--- config.mk ---
export PLATFORM = sky130hd
export DESIGN_NAME = control_sequencer
export DESIGN_NICKNAME = d
export VERILOG_FILES = /design/src/rtl/control_sequencer.sv
export SDC_FILE = /design/constraint.sdc
export NUM_CORES = 1
export LEC_CHECK = 0
export CORE_MARGIN = 2
export CORE_UTILIZATION = 41
export DETAILED_ROUTE_END_ITERATION = 8
export GPL_ROUTABILITY_DRIVEN = 0
export PLACE_DENSITY_LB_ADDON = 0.2
export REMOVE_ABC_BUFFERS = 1
export SLEW_MARGIN = 0
export SYNTH_ARGS = -nofsm -noshare
export SYNTH_HDL_FRONTEND = slang
export SYNTH_SLANG_ARGS = --single-unit
--- constraint.sdc ---
create_clock -name Clock -period 5.1 [get_ports Clock]
set_clock_uncertainty 0.2 [all_clocks]
set_input_delay 1.275 -clock Clock [delete_from_list [all_inputs] [get_ports Clock]]
set_output_delay 1.275 -clock Clock [all_outputs]
set_load 0.005 [all_outputs]
--- src/rtl/control_sequencer.sv ---
// Hardwired control unit for the DataPath: fetch (T0-T2), three-register ALU
// execute (T3-T5), and a HI/LO writeback (T6) for MUL/DIV. The outputs are Moore outputs.
module control_sequencer #(
    parameter logic [4:0] MUL_OP  = 5'b01111,
    parameter logic [4:0] DIV_OP  = 5'b10000,
    parameter logic [4:0] HALT_OP = 5'b11011,
    parameter int         TIMEOUT = 64
) (
    input  logic        Clock,
    input  logic        clear,
    input  logic [31:0] IR,
    input  logic        finished,
    output logic        PCout,
    output logic        IRout,
    output logic        RYout,
    output logic        RZHIout,
    output logic        MARout,
    output logic        RHIout,
    output logic        RLOout,
    output logic        MDRout,
    output logic        RFout,
    output logic        RZLOout,
    output logic        PCin,
    output logic        IRin,
    output logic        RYin,
    output logic        RZin,
    output logic        MARin,
    output logic        RHIin,
    output logic        RLOin,
    output logic        MDRin,
    output logic        RFin,
    output logic        IncPC,
    output logic        Read,
    output logic [3:0]  RFSelect,
    output logic [5:0]  opSelect,
    output logic        start,
    output logic        halted,
    output logic        fault
);

    localparam int CNT_W = $clog2(TIMEOUT + 1);
    localparam logic [CNT_W-1:0] TIMEOUT_C = CNT_W'(TIMEOUT);

    typedef enum logic [3:0] {
        RST, T0, T1, T2, T3, T4, T4W, T5, T6, HALTED, FAULT
    } state_t;

    state_t           state, state_nxt;
    logic [CNT_W-1:0] wait_cnt, wait_cnt_nxt, wait_inc;
    logic [4:0]       opcode;
    logic [3:0]       ra, rb, rc;
    logic             hilo_op;
    logic [14:0]      ir_unused;

    assign opcode    = IR[31:27];
    assign ra        = IR[26:23];
    assign rb        = IR[22:19];
    assign rc        = IR[18:15];
    assign ir_unused = IR[14:0];
    assign hilo_op   = (opcode == MUL_OP) || (opcode == DIV_OP);
    assign wait_inc  = wait_cnt + 1'b1;

    always_ff @(posedge Clock) begin
        if (clear) begin
            state    <= RST;
            wait_cnt <= '0;
        end else begin
            state    <= state_nxt;
            wait_cnt <= wait_cnt_nxt;
        end
    end

    // The wait counter holds the number of cycles elapsed since start; it is
    // zeroed before T4 and faults when it would reach TIMEOUT.
    always_comb begin
        state_nxt    = state;
        wait_cnt_nxt = wait_cnt;
        case (state)
            RST: state_nxt = T0;
            T0:  state_nxt = T1;
            T1:  state_nxt = T2;
            T2:  state_nxt = (opcode == HALT_OP) ? HALTED : T3;
            T3: begin
                state_nxt    = T4;
                wait_cnt_nxt = '0;
            end
            T4: begin
                if (finished) begin
                    state_nxt = T5;
                end else begin
                    state_nxt    = T4W;
                    wait_cnt_nxt = CNT_W'(1);
                end
            end
            T4W: begin
                if (finished) begin
                    state_nxt = T5;
                end else if (wait_inc == TIMEOUT_C) begin
                    state_nxt = FAULT;
                end else begin
                    wait_cnt_nxt = wait_inc;
                end
            end
            T5:      state_nxt = hilo_op ? T6 : T0;
            T6:      state_nxt = T0;
            HALTED:  state_nxt = HALTED;
            FAULT:   state_nxt = FAULT;
            default: state_nxt = RST;
        endcase
    end

    always_comb begin
        PCout    = 1'b0;
        IRout    = 1'b0;
        RYout    = 1'b0;
        RZHIout  = 1'b0;
        MARout   = 1'b0;
        RHIout   = 1'b0;
        RLOout   = 1'b0;
        MDRout   = 1'b0;
        RFout    = 1'b0;
        RZLOout  = 1'b0;
        PCin     = 1'b0;
        IRin     = 1'b0;
        RYin     = 1'b0;
        RZin     = 1'b0;
        MARin    = 1'b0;
        RHIin    = 1'b0;
        RLOin    = 1'b0;
        MDRin    = 1'b0;
        RFin     = 1'b0;
        IncPC    = 1'b0;
        Read     = 1'b0;
        RFSelect = 4'd0;
        opSelect = 6'd0;
        start    = 1'b0;
        halted   = 1'b0;
        fault    = 1'b0;
        case (state)
            T0: begin
                PCout = 1'b1;
                MARin = 1'b1;
                IncPC = 1'b1;
                RZin  = 1'b1;
            end
            T1: begin
                RZLOout = 1'b1;
                PCin    = 1'b1;
                Read    = 1'b1;
                MDRin   = 1'b1;
            end
            T2: begin
                MDRout = 1'b1;
                IRin   = 1'b1;
            end
            T3: begin
                RFSelect = rb;
                RFout    = 1'b1;
                RYin     = 1'b1;
            end
            T4, T4W: begin
                RFSelect = rc;
                RFout    = 1'b1;
                RZin     = 1'b1;
                opSelect = {1'b0, opcode};
                start    = (state == T4);
            end
            T5: begin
                RZLOout = 1'b1;
                if (hilo_op) begin
                    RLOin = 1'b1;
                end else begin
                    RFSelect = ra;
                    RFin     = 1'b1;
                end
            end
            T6: begin
                RZHIout = 1'b1;
                RHIin   = 1'b1;
            end
            HALTED:  halted = 1'b1;
            FAULT:   fault  = 1'b1;
            default: ;
        endcase
    end

endmodule

; ---- Yosys cells after proc, flatten, opt, wreduce, memory -nomap -nowiden
; Cells that the tools add are included.
[op_classes]
n_addsub = 1
n_mux = 28
reduce_logical = 9
n_eq_ne = 18
[ops]
columns = operator, count
row1 = case mux 4 bit (10 select lines), 1
row2 = two-way mux 7 bit, 3
row3 = case mux 7 bit (3 select lines), 1
row4 = two-way mux 4 bit, 5
row5 = "== test 4 x 3 -> 1 bit, second input constant", 4
row6 = two-way mux 1 bit, 16
row7 = "== test 4 bit, second input constant", 3
row8 = case mux 4 bit (3 select lines), 1
row9 = "== test 5 bit, second input constant", 2
row10 = "== test 4 x 2 -> 1 bit, second input constant", 2
row11 = "adder 7 x 1 -> 7 bit, second input constant", 1
row12 = "== test 7 bit, second input constant", 1
row13 = "inequality test 2 bit, second input constant", 3
row14 = OR reduction 2 bit, 3
row15 = OR reduction 3 bit, 2
row16 = "== test 5 x 4 -> 1 bit, second input constant", 1
row17 = two-way mux 5 bit, 1
row18 = "== test 4 x 1 -> 1 bit, second input constant", 1
row19 = logical NOT 4 bit, 1
row20 = AND reduction 4 bit, 1
row21 = "inequality test 3 bit, second input constant", 1
row22 = nonzero test 3 bit, 1
row23 = logical OR 1 bit, 1
[word_totals]
input_bits = 35
reg_bits = 11

; ---- Depth between registers and ports, before layout
; Gate-level depths: netlist of the first run.
[logic_depth]
depth_word = 5
depth_mapped = 5
ltp_nobuf = 5

; ---- Least setup slack after synthesis of the first run
; OpenSTA, ideal clock, no wires.
[synth_path]
path_kind = input to output
from = input IR[27]
to = output RFSelect[0]
path_slack_ps = 1483
cell_stages = 4
required_time_ps = 3625
path_buffers = 0
t_arrival_ps = 2142
path_cell_list = nor4b_1 -> a32oi_1 -> and3_1 -> a221o_1
[synth_between]
elab_chain_len = 4
elab_cells_between_ends = 5
[synth_rtl]
columns = item, line_no
row1 = start: declaration, 11  ; input logic [31:0] IR,
row2 = == test 5 x 4 -> 1 bit or == test 5 bit (tied branches), 60  ; assign hilo_op = (opcode == MUL_OP) || (opcode == DIV_OP);
row3 = logical OR 1 bit *, 60
row4 = two-way mux 4 bit *, 170  ; if (hilo_op) begin
row5 = case mux 4 bit (3 select lines) *, 139  ; case (state)
row6 = end: declaration, 34  ; output logic [3:0] RFSelect,
; Mark *: on every way between the ends. The rest lies on a longest branch, timed or not.

; ---- Final worst setup path of the first run
[layout_path]
from = input IR[28]
to = output RFSelect[0]
; Same word-level chain as after synthesis.

==> results of run 1 <==
==> critical path: cells and delay by family <==
kind | cells | cell delay [ps]
buffers and inverters | 2 | 940
AOI/OAI and AO/OA | 2 | 530
and+or+nand+nor | 2 | 470
==> cell usage in the layout, fill, tap and decap left out, types with 2 or more instances in the layout <==
cell type	instances
sky130_fd_sc_hd__a211oi_1	3
sky130_fd_sc_hd__a21oi_1	10
sky130_fd_sc_hd__a221o_1	2
sky130_fd_sc_hd__a221oi_1	2
sky130_fd_sc_hd__a311oi_1	2
sky130_fd_sc_hd__a31oi_1	4
sky130_fd_sc_hd__and2_1	7
sky130_fd_sc_hd__and3_1	4
sky130_fd_sc_hd__clkbuf_4	3
sky130_fd_sc_hd__clkdlybuf4s50_1	47
sky130_fd_sc_hd__conb_1	6
sky130_fd_sc_hd__dfxtp_1	11
sky130_fd_sc_hd__inv_1	4
sky130_fd_sc_hd__mux2i_1	3
sky130_fd_sc_hd__nand2_1	9
sky130_fd_sc_hd__nand2b_1	8
sky130_fd_sc_hd__nand3_1	5
sky130_fd_sc_hd__nor2_1	15
sky130_fd_sc_hd__nor2b_1	7
sky130_fd_sc_hd__nor3_1	7
sky130_fd_sc_hd__o21ai_0	5
sky130_fd_sc_hd__o22a_1	2
sky130_fd_sc_hd__o31a_1	2
==> routing by layer <==
metal / wire length (um) / share of wire [%] / vias up / GRT usage, %
met5: 0 / 0 / - / 0
met2: 1450 / 44 / 55 / 34.1
met4: 57 / 1.7 / 0 / 7.64
met3: 266 / 8.1 / 7 / 4.69
met1: 1500 / 46 / 616 / 26.1
li1: - / - / 637 / -
==> metrics by stage <==
step	instances	hold WS, ps	util (%)	total power, mW	setup slack (ps)
final	226	337	58.9	0.277	390
after global routing	226	390	58.9	0.294	241
after CTS	226	343	58.9	0.277	394
after detailed placement	222	331	57.9	0.216	394
after global placement	222	314	57.9	0.214	415
after floorplan	144	285	-	0.153	1480
==> cell type report <==
cell class                      count  area [um2]  share of cell area (%)
Clock buffer                        4        26.3                    1.63
Inverter                            5        18.8                    1.17
Multi-Input combinational cell    128         835                    51.9
Sequential cell                    11         220                    13.7
Tap cell                           31        38.8                    2.41
Timing Repair Buffer               47         470                    29.2
==> logic make-up (layout without fill, tap and decap cells) <==
logic type,after synthesis,after routing,share of synthesized area (%)
AOI/OAI and AO/OA,42,42,26.8
xor gates and xnor gates,1,1,0.742
adders and majority gates,2,2,1.91
buffers and inverters,25,56,12.2
DFF,11,11,18.7
muxes,3,3,2.55
other,1,6,0.318
and+or+nand+nor,74,74,36.8
==> power groups by stage <==
stage / sequential, mW / clock, mW / combinational [mW]
floorplan: 0.101 / 0 / 0.0520
global placement: 0.105 / 0 / 0.110
detailed placement: 0.105 / 0 / 0.111
CTS: 0.103 / 0.0620 / 0.112
global route: 0.105 / 0.0672 / 0.123
finish: 0.103 / 0.0620 / 0.112
==> worst paths after layout <==
kind | to | slack (ps) | cells after the start
hold / removal | wait_cnt[1] | 340 | 2
setup reg to reg | state[0] | 2990 | 4
hold reg to reg | wait_cnt[1] | 340 | 2
setup / recovery | RFSelect[0] | 390 | 6
==> registers in the layout, indices dropped and copies added, names as in the netlist <==
signal / cells
state: 4
wait_cnt: 7
==> tab_implementation.tex, run 1 <==
\begin{tabular}{lr}
\hline
Metric & Value \\
\hline
\multicolumn{2}{l}{\textbf{Final layout}} \\
Fraction of layout cells with a size suffix above 1 & 7.18\% \\
Number of filler instances in the final layout & 241 \\
Cell area after layout & 0.00161 mm2 \\
Area delta synth->final & 36.4\% \\
Layout Nets & 232 \\
ANT cells & 0 \\
\multicolumn{2}{l}{\textbf{Setup path}} \\
Worst R2R Start & state[3] \\
Crit. End Element & primary output \\
Critical Path AT & 3230 ps \\
First element of the critical path & IR[28] \\
Crit Path Max Fanout & 6 \\
Largest incremental delay on the critical path & 500 ps \\
CP cell instances & clkdlybuf4s50\_1 -> and3\_1 -> a32oi\_1 -> and3\_1 -> a221o\_1 -> clkdlybuf4s50\_1 \\
Worst endpoint required time & 3620 ps \\
CP Class & input port to primary output \\
Nature of the critical path startpoint & input port \\
Library cell contributing the largest single delay on the critical path & sky130\_fd\_sc\_hd\_\_clkdlybuf4s50\_1 \\
\multicolumn{2}{l}{\textbf{Pwr}} \\
Share of total power in sequential cells & 37.2\% \\
Combinational fraction of design power & 40.4\% \\
Leakage power & 0.560 nW \\
Max IR drop VDD & 0.128 mV \\
Fraction of power spent switching nets & 33.6\% \\
P\_int & 0.184 mW \\
Total power per unit cell area & 172 mW/mm2 \\
Clock network fraction of design power & 22.4\% \\
Reported net switching power & 0.0931 mW \\
\multicolumn{2}{l}{\textbf{Yosys}} \\
Count of cell types in the netlist & 50 \\
Most area-consuming cells after synthesis & sky130\_fd\_sc\_hd\_\_dfxtp\_1 (19\%), sky130\_fd\_sc\_hd\_\_buf\_4 (7.6\%), sky130\_fd\_sc\_hd\_\_nor2\_1 (4.8\%) \\
Top cell types by occurrence after synthesis & sky130\_fd\_sc\_hd\_\_nor2\_1 (15), sky130\_fd\_sc\_hd\_\_buf\_4 (12), sky130\_fd\_sc\_hd\_\_dfxtp\_1 (11) \\
Synth Register Bits & 11 \\
Most frequent cell after synthesis & sky130\_fd\_sc\_hd\_\_nor2\_1 \\
Proportion of netlist area held by the largest area contributor & 18.7\% \\
Yosys warning count & 0 \\
Leading area contributor after synthesis & sky130\_fd\_sc\_hd\_\_dfxtp\_1 \\
Share of async-settable or async-resettable flops after synthesis & 0\% \\
Post-Synthesis Mean Instance Area & 7.42 um2 \\
Count of mapped cells out of synthesis & 159 \\
EDFF count, synth & 0 \\
Share of synthesized area occupied by flip-flops and latches & 18.7\% \\
Netlist Area Pre-Place & 0.00118 mm2 \\
Post-synth top flop & sky130\_fd\_sc\_hd\_\_dfxtp\_1 \\
\multicolumn{2}{l}{\textbf{GRT}} \\
First-pass GRT wire length & 5470 um \\
Via count of the first global-routing pass & 1,251 \\
Total Routing Usage GR & 20.6\% \\
Total grt overflow & 0 \\
Initial antenna violation count & 0 \\
Pin count of the biggest net entering global routing & 18 \\
\multicolumn{2}{l}{\textbf{Floorplan}} \\
Top-Level Pins & 69 \\
Die width & 57.6 um \\
Initial Util & 43.2\% \\
Die Outline Area & 0.00332 mm2 \\
Die Y & 57.6 um \\
Core Footprint & 0.00273 mm2 \\
Number of core rows & 19 \\
\multicolumn{2}{l}{\textbf{Routing}} \\
DRT iter0 DRCs & 43 \\
Vias per Instance & 5.82 \\
Initial DRT Pass Iterations & 4 \\
Via count & 1,315 \\
Final routed wirelength across all metal layers & 3280 um \\
Residual DRC count & 0 \\
Detailed-route wire length per cell & 14.5 um \\
Number of nets still failing antenna checks after routing & 0 \\
\multicolumn{2}{l}{\textbf{Timing}} \\
Max Transition Viols Final & 0 \\
Worst Max-Slew Pin Slew & 556 ps \\
Fin. Hold Viols & 0 \\
Final Setup Violations & 0 \\
Worst max-slew margin expressed relative to the limit & 62.9\% \\
Final Cycle Share & 92.4\% \\
Setup TNS Final & 0 ps \\
Achievable clock frequency & 212 MHz \\
RSZ-0062 raised after global routing & false \\
Period minus WS final & 4710 ps \\
\multicolumn{2}{l}{\textbf{Clock tree}} \\
Buffers from clock root to sink, at most & 2 \\
Setup fix buffers added after clock tree synthesis & 0 \\
Total of cells resized after clock tree synthesis & 0 \\
Hold Buf Count CTS & 0 \\
CTS HTree Levels & 1 \\
CTS root buffer & sky130\_fd\_sc\_hd\_\_clkbuf\_4 \\
Insertion delay to the later sink of the worst-skew pair & 280 ps \\
Total number of clock tree sinks & 11 \\
Number of buffers created by CTS & 3 \\
Clock transition at path regs & 70 ps \\
Clock tree from TritonCTS & yes \\
\multicolumn{2}{l}{\textbf{Outcome}} \\
Run status & finished, final reports clean \\
\multicolumn{2}{l}{\textbf{Placed design}} \\
Placed wire-length estimate & 2500 um \\
Placed cell area & 0.00158 mm2 \\
Port-buffer cells & 47 \\
\multicolumn{2}{l}{\textbf{Job}} \\
Reported max-cap violation count & 0 \\
\multicolumn{2}{l}{\textbf{Worst hold path}} \\
Hold WC Path Type & flip-flop to flip-flop \\
Worst hold path startpoint & wait\_cnt[1] \\
\hline
\end{tabular}
Power figures use the tool's default switching activity.
==> run 2: changes to the inputs <==
--- a/config.mk
+++ b/config.mk
@@ -5,8 +5,11 @@
 export SDC_FILE = /design/constraint.sdc
 export NUM_CORES = 1
 export LEC_CHECK = 0
+export CAP_MARGIN = 20
+export CELL_PAD_IN_SITES_DETAIL_PLACEMENT = 2
+export CELL_PAD_IN_SITES_GLOBAL_PLACEMENT = 2
 export CORE_MARGIN = 2
-export CORE_UTILIZATION = 41
+export CORE_UTILIZATION = 21
 export DETAILED_ROUTE_END_ITERATION = 8
 export GPL_ROUTABILITY_DRIVEN = 0
 export PLACE_DENSITY_LB_ADDON = 0.2
==> run 2 against run 1 <==
Effect of this change:
- first-iteration DRC count down 2.3%
- non-clock buffer count up 1
- global-route usage down 5.5 points
==> tab_implementation.tex, run 2 (same netlist as run 1, synthesis figures left out) <==
\begin{tabular}{lr}
\hline
Metric & Value \\
\hline
\multicolumn{2}{l}{\textbf{GRT}} \\
Initial antenna violation count & 0 \\
Pin count of the biggest net entering global routing & 18 \\
Total Routing Usage GR & 15.1\% \\
Via count of the first global-routing pass & 1,479 \\
First-pass GRT wire length & 7410 um \\
Total grt overflow & 0 \\
\multicolumn{2}{l}{\textbf{Outcome}} \\
Run status & finished, final reports clean \\
\multicolumn{2}{l}{\textbf{Setup path}} \\
Library cell contributing the largest single delay on the critical path & sky130\_fd\_sc\_hd\_\_clkdlybuf4s50\_1 \\
Crit. End Element & primary output \\
Crit Path Max Fanout & 6 \\
Cell repeated most along the worst path & sky130\_fd\_sc\_hd\_\_clkdlybuf4s50\_1 \\
Cell family contributing the most delay on the critical path & buffers and inverters \\
Critical Path AT & 3340 ps \\
Largest incremental delay on the critical path & 550 ps \\
CP Class & input port to primary output \\
CP cell instances & clkdlybuf4s50\_1 -> and3\_1 -> a32oi\_1 -> nand3\_1 -> a21oi\_1 -> clkdlybuf4s50\_1 \\
Worst endpoint required time & 3620 ps \\
Number of buffer and inverter instances along the worst setup path & 2 \\
Nature of the critical path startpoint & input port \\
\multicolumn{2}{l}{\textbf{Floorplan}} \\
Core Footprint & 0.00547 mm2 \\
Top-Level Pins & 69 \\
Die Outline Area & 0.00623 mm2 \\
Die Y & 79.0 um \\
Initial Util & 21.6\% \\
Number of core rows & 27 \\
Die width & 79.0 um \\
\multicolumn{2}{l}{\textbf{Final layout}} \\
Max reg flops & 7 \\
Area delta synth->final & 42.9\% \\
Fraction of layout cells with a size suffix above 1 & 7.65\% \\
Top reg by flops & wait\_cnt \\
Leading cell types in the layout, fill and taps excluded & sky130\_fd\_sc\_hd\_\_clkdlybuf4s50\_1 (47), sky130\_fd\_sc\_hd\_\_nor2\_1 (15), sky130\_fd\_sc\_hd\_\_dfxtp\_1 (11), sky130\_fd\_sc\_hd\_\_a21oi\_1 (10), sky130\_fd\_sc\_hd\_\_nand2\_1 (9) \\
Number of filler instances in the final layout & 651 \\
Most common library cell in the layout ignoring fill and taps & sky130\_fd\_sc\_hd\_\_clkdlybuf4s50\_1 \\
ANT cells & 0 \\
Largest registers in the final layout & wait\_cnt (7), state (4) \\
Layout Nets & 233 \\
\multicolumn{2}{l}{\textbf{Timing}} \\
RSZ-0062 raised after global routing & false \\
Max Transition Viols Final & 0 \\
Worst max-slew margin expressed relative to the limit & 58.5\% \\
Fin. Hold Viols & 0 \\
Achievable clock frequency & 208 MHz \\
Final Cycle Share & 94.4\% \\
Final Setup Violations & 0 \\
Period minus WS final & 4820 ps \\
Worst Max-Slew Pin Slew & 621 ps \\
Setup TNS Final & 0 ps \\
\multicolumn{2}{l}{\textbf{Routing}} \\
Via count & 1,331 \\
Residual DRC count & 0 \\
Detailed-route wire length per cell & 16.9 um \\
Vias per Instance & 4.97 \\
Initial DRT Pass Iterations & 4 \\
DRT iter0 DRCs & 42 \\
Final routed wirelength across all metal layers & 4520 um \\
Number of nets still failing antenna checks after routing & 0 \\
\multicolumn{2}{l}{\textbf{Clock tree}} \\
Number of buffers created by CTS & 3 \\
Total number of clock tree sinks & 11 \\
Clock tree from TritonCTS & yes \\
Hold Buf Count CTS & 0 \\
Total of cells resized after clock tree synthesis & 0 \\
Buffers from clock root to sink, at most & 2 \\
CTS HTree Levels & 1 \\
Clock transition at path regs & 50 ps \\
Insertion delay to the later sink of the worst-skew pair & 240 ps \\
Setup fix buffers added after clock tree synthesis & 0 \\
CTS root buffer & sky130\_fd\_sc\_hd\_\_clkbuf\_8 \\
\multicolumn{2}{l}{\textbf{Pwr}} \\
Max IR drop VDD & 0.0846 mV \\
Total power per unit cell area & 185 mW/mm2 \\
Design Power & 0.313 mW \\
Leakage power & 0.574 nW \\
\multicolumn{2}{l}{\textbf{Placed design}} \\
Placed wire-length estimate & 3490 um \\
Port-buffer cells & 47 \\
\multicolumn{2}{l}{\textbf{Worst hold path}} \\
Hold WC Path Type & flip-flop to flip-flop \\
\multicolumn{2}{l}{\textbf{Job}} \\
Reported max-cap violation count & 0 \\
\hline
\end{tabular}
run 2: final timing paths:
path,end,slack [ps],start,cells after the start
setup / recovery,RFSelect[2],280,IR[30],6
hold / removal,wait_cnt[1],330,wait_cnt[1],2
setup reg to reg,state[0],2900,state[3],4
hold reg to reg,wait_cnt[1],330,wait_cnt[1],2
run 2: worst register-to-register path: cells and delay by family (launching register included):
family	cells	cell delay, ps
AOI/OAI and AO/OA	1	290
DFF	1	630
and+or+nand+nor	3	960
run 2: metal layers:
layer,global-route usage [%],up-vias,wire length (um)
li1,-,637,-
met1,17.8,644,1930
met2,26.8,43,2240
met3,3.75,7,274
met4,5.00,0,76
met5,0,-,0
run 2: power by group:
part | internal [mW] | total [mW] | switching (mW)
combinational | 0.0652 | 0.121 | 0.0557
sequential | 0.0895 | 0.101 | 0.0117
clock | 0.0551 | 0.0907 | 0.0356
total | 0.210 | 0.313 | 0.103
run 2: layout make-up:
class	instances	area [um2]	share of cell area [%]
clock buffers	4	45.0	2.67
repair buffers	48	478	28.3
well taps	72	90.1	5.34
multi-input cells	128	835	49.5
inverters	5	18.8	1.11
flip-flops and latches	11	220	13.1
run 2: through the flow:
step / hold slack (ps) / area (um2) / setup slack [ps] / cells / utilization [%]
floorplan: 285 / 1070 / 1480 / 144 / -
detailed placement: 328 / 1640 / 247 / 264 / 30.0
global route: 368 / 1690 / 110 / 268 / 30.8
global placement: 317 / 1640 / 335 / 264 / 30.0
finish: 331 / 1690 / 284 / 268 / 30.8
CTS: 341 / 1690 / 228 / 268 / 30.8
==> run 3: changes to the inputs <==
--- a/config.mk
+++ b/config.mk
@@ -5,7 +5,6 @@
 export SDC_FILE = /design/constraint.sdc
 export NUM_CORES = 1
 export LEC_CHECK = 0
-export CAP_MARGIN = 20
 export CELL_PAD_IN_SITES_DETAIL_PLACEMENT = 2
 export CELL_PAD_IN_SITES_GLOBAL_PLACEMENT = 2
 export CORE_MARGIN = 2
==> results of run 3 <==
No change in the layout: final DEF, timing and power equal those of run 2.
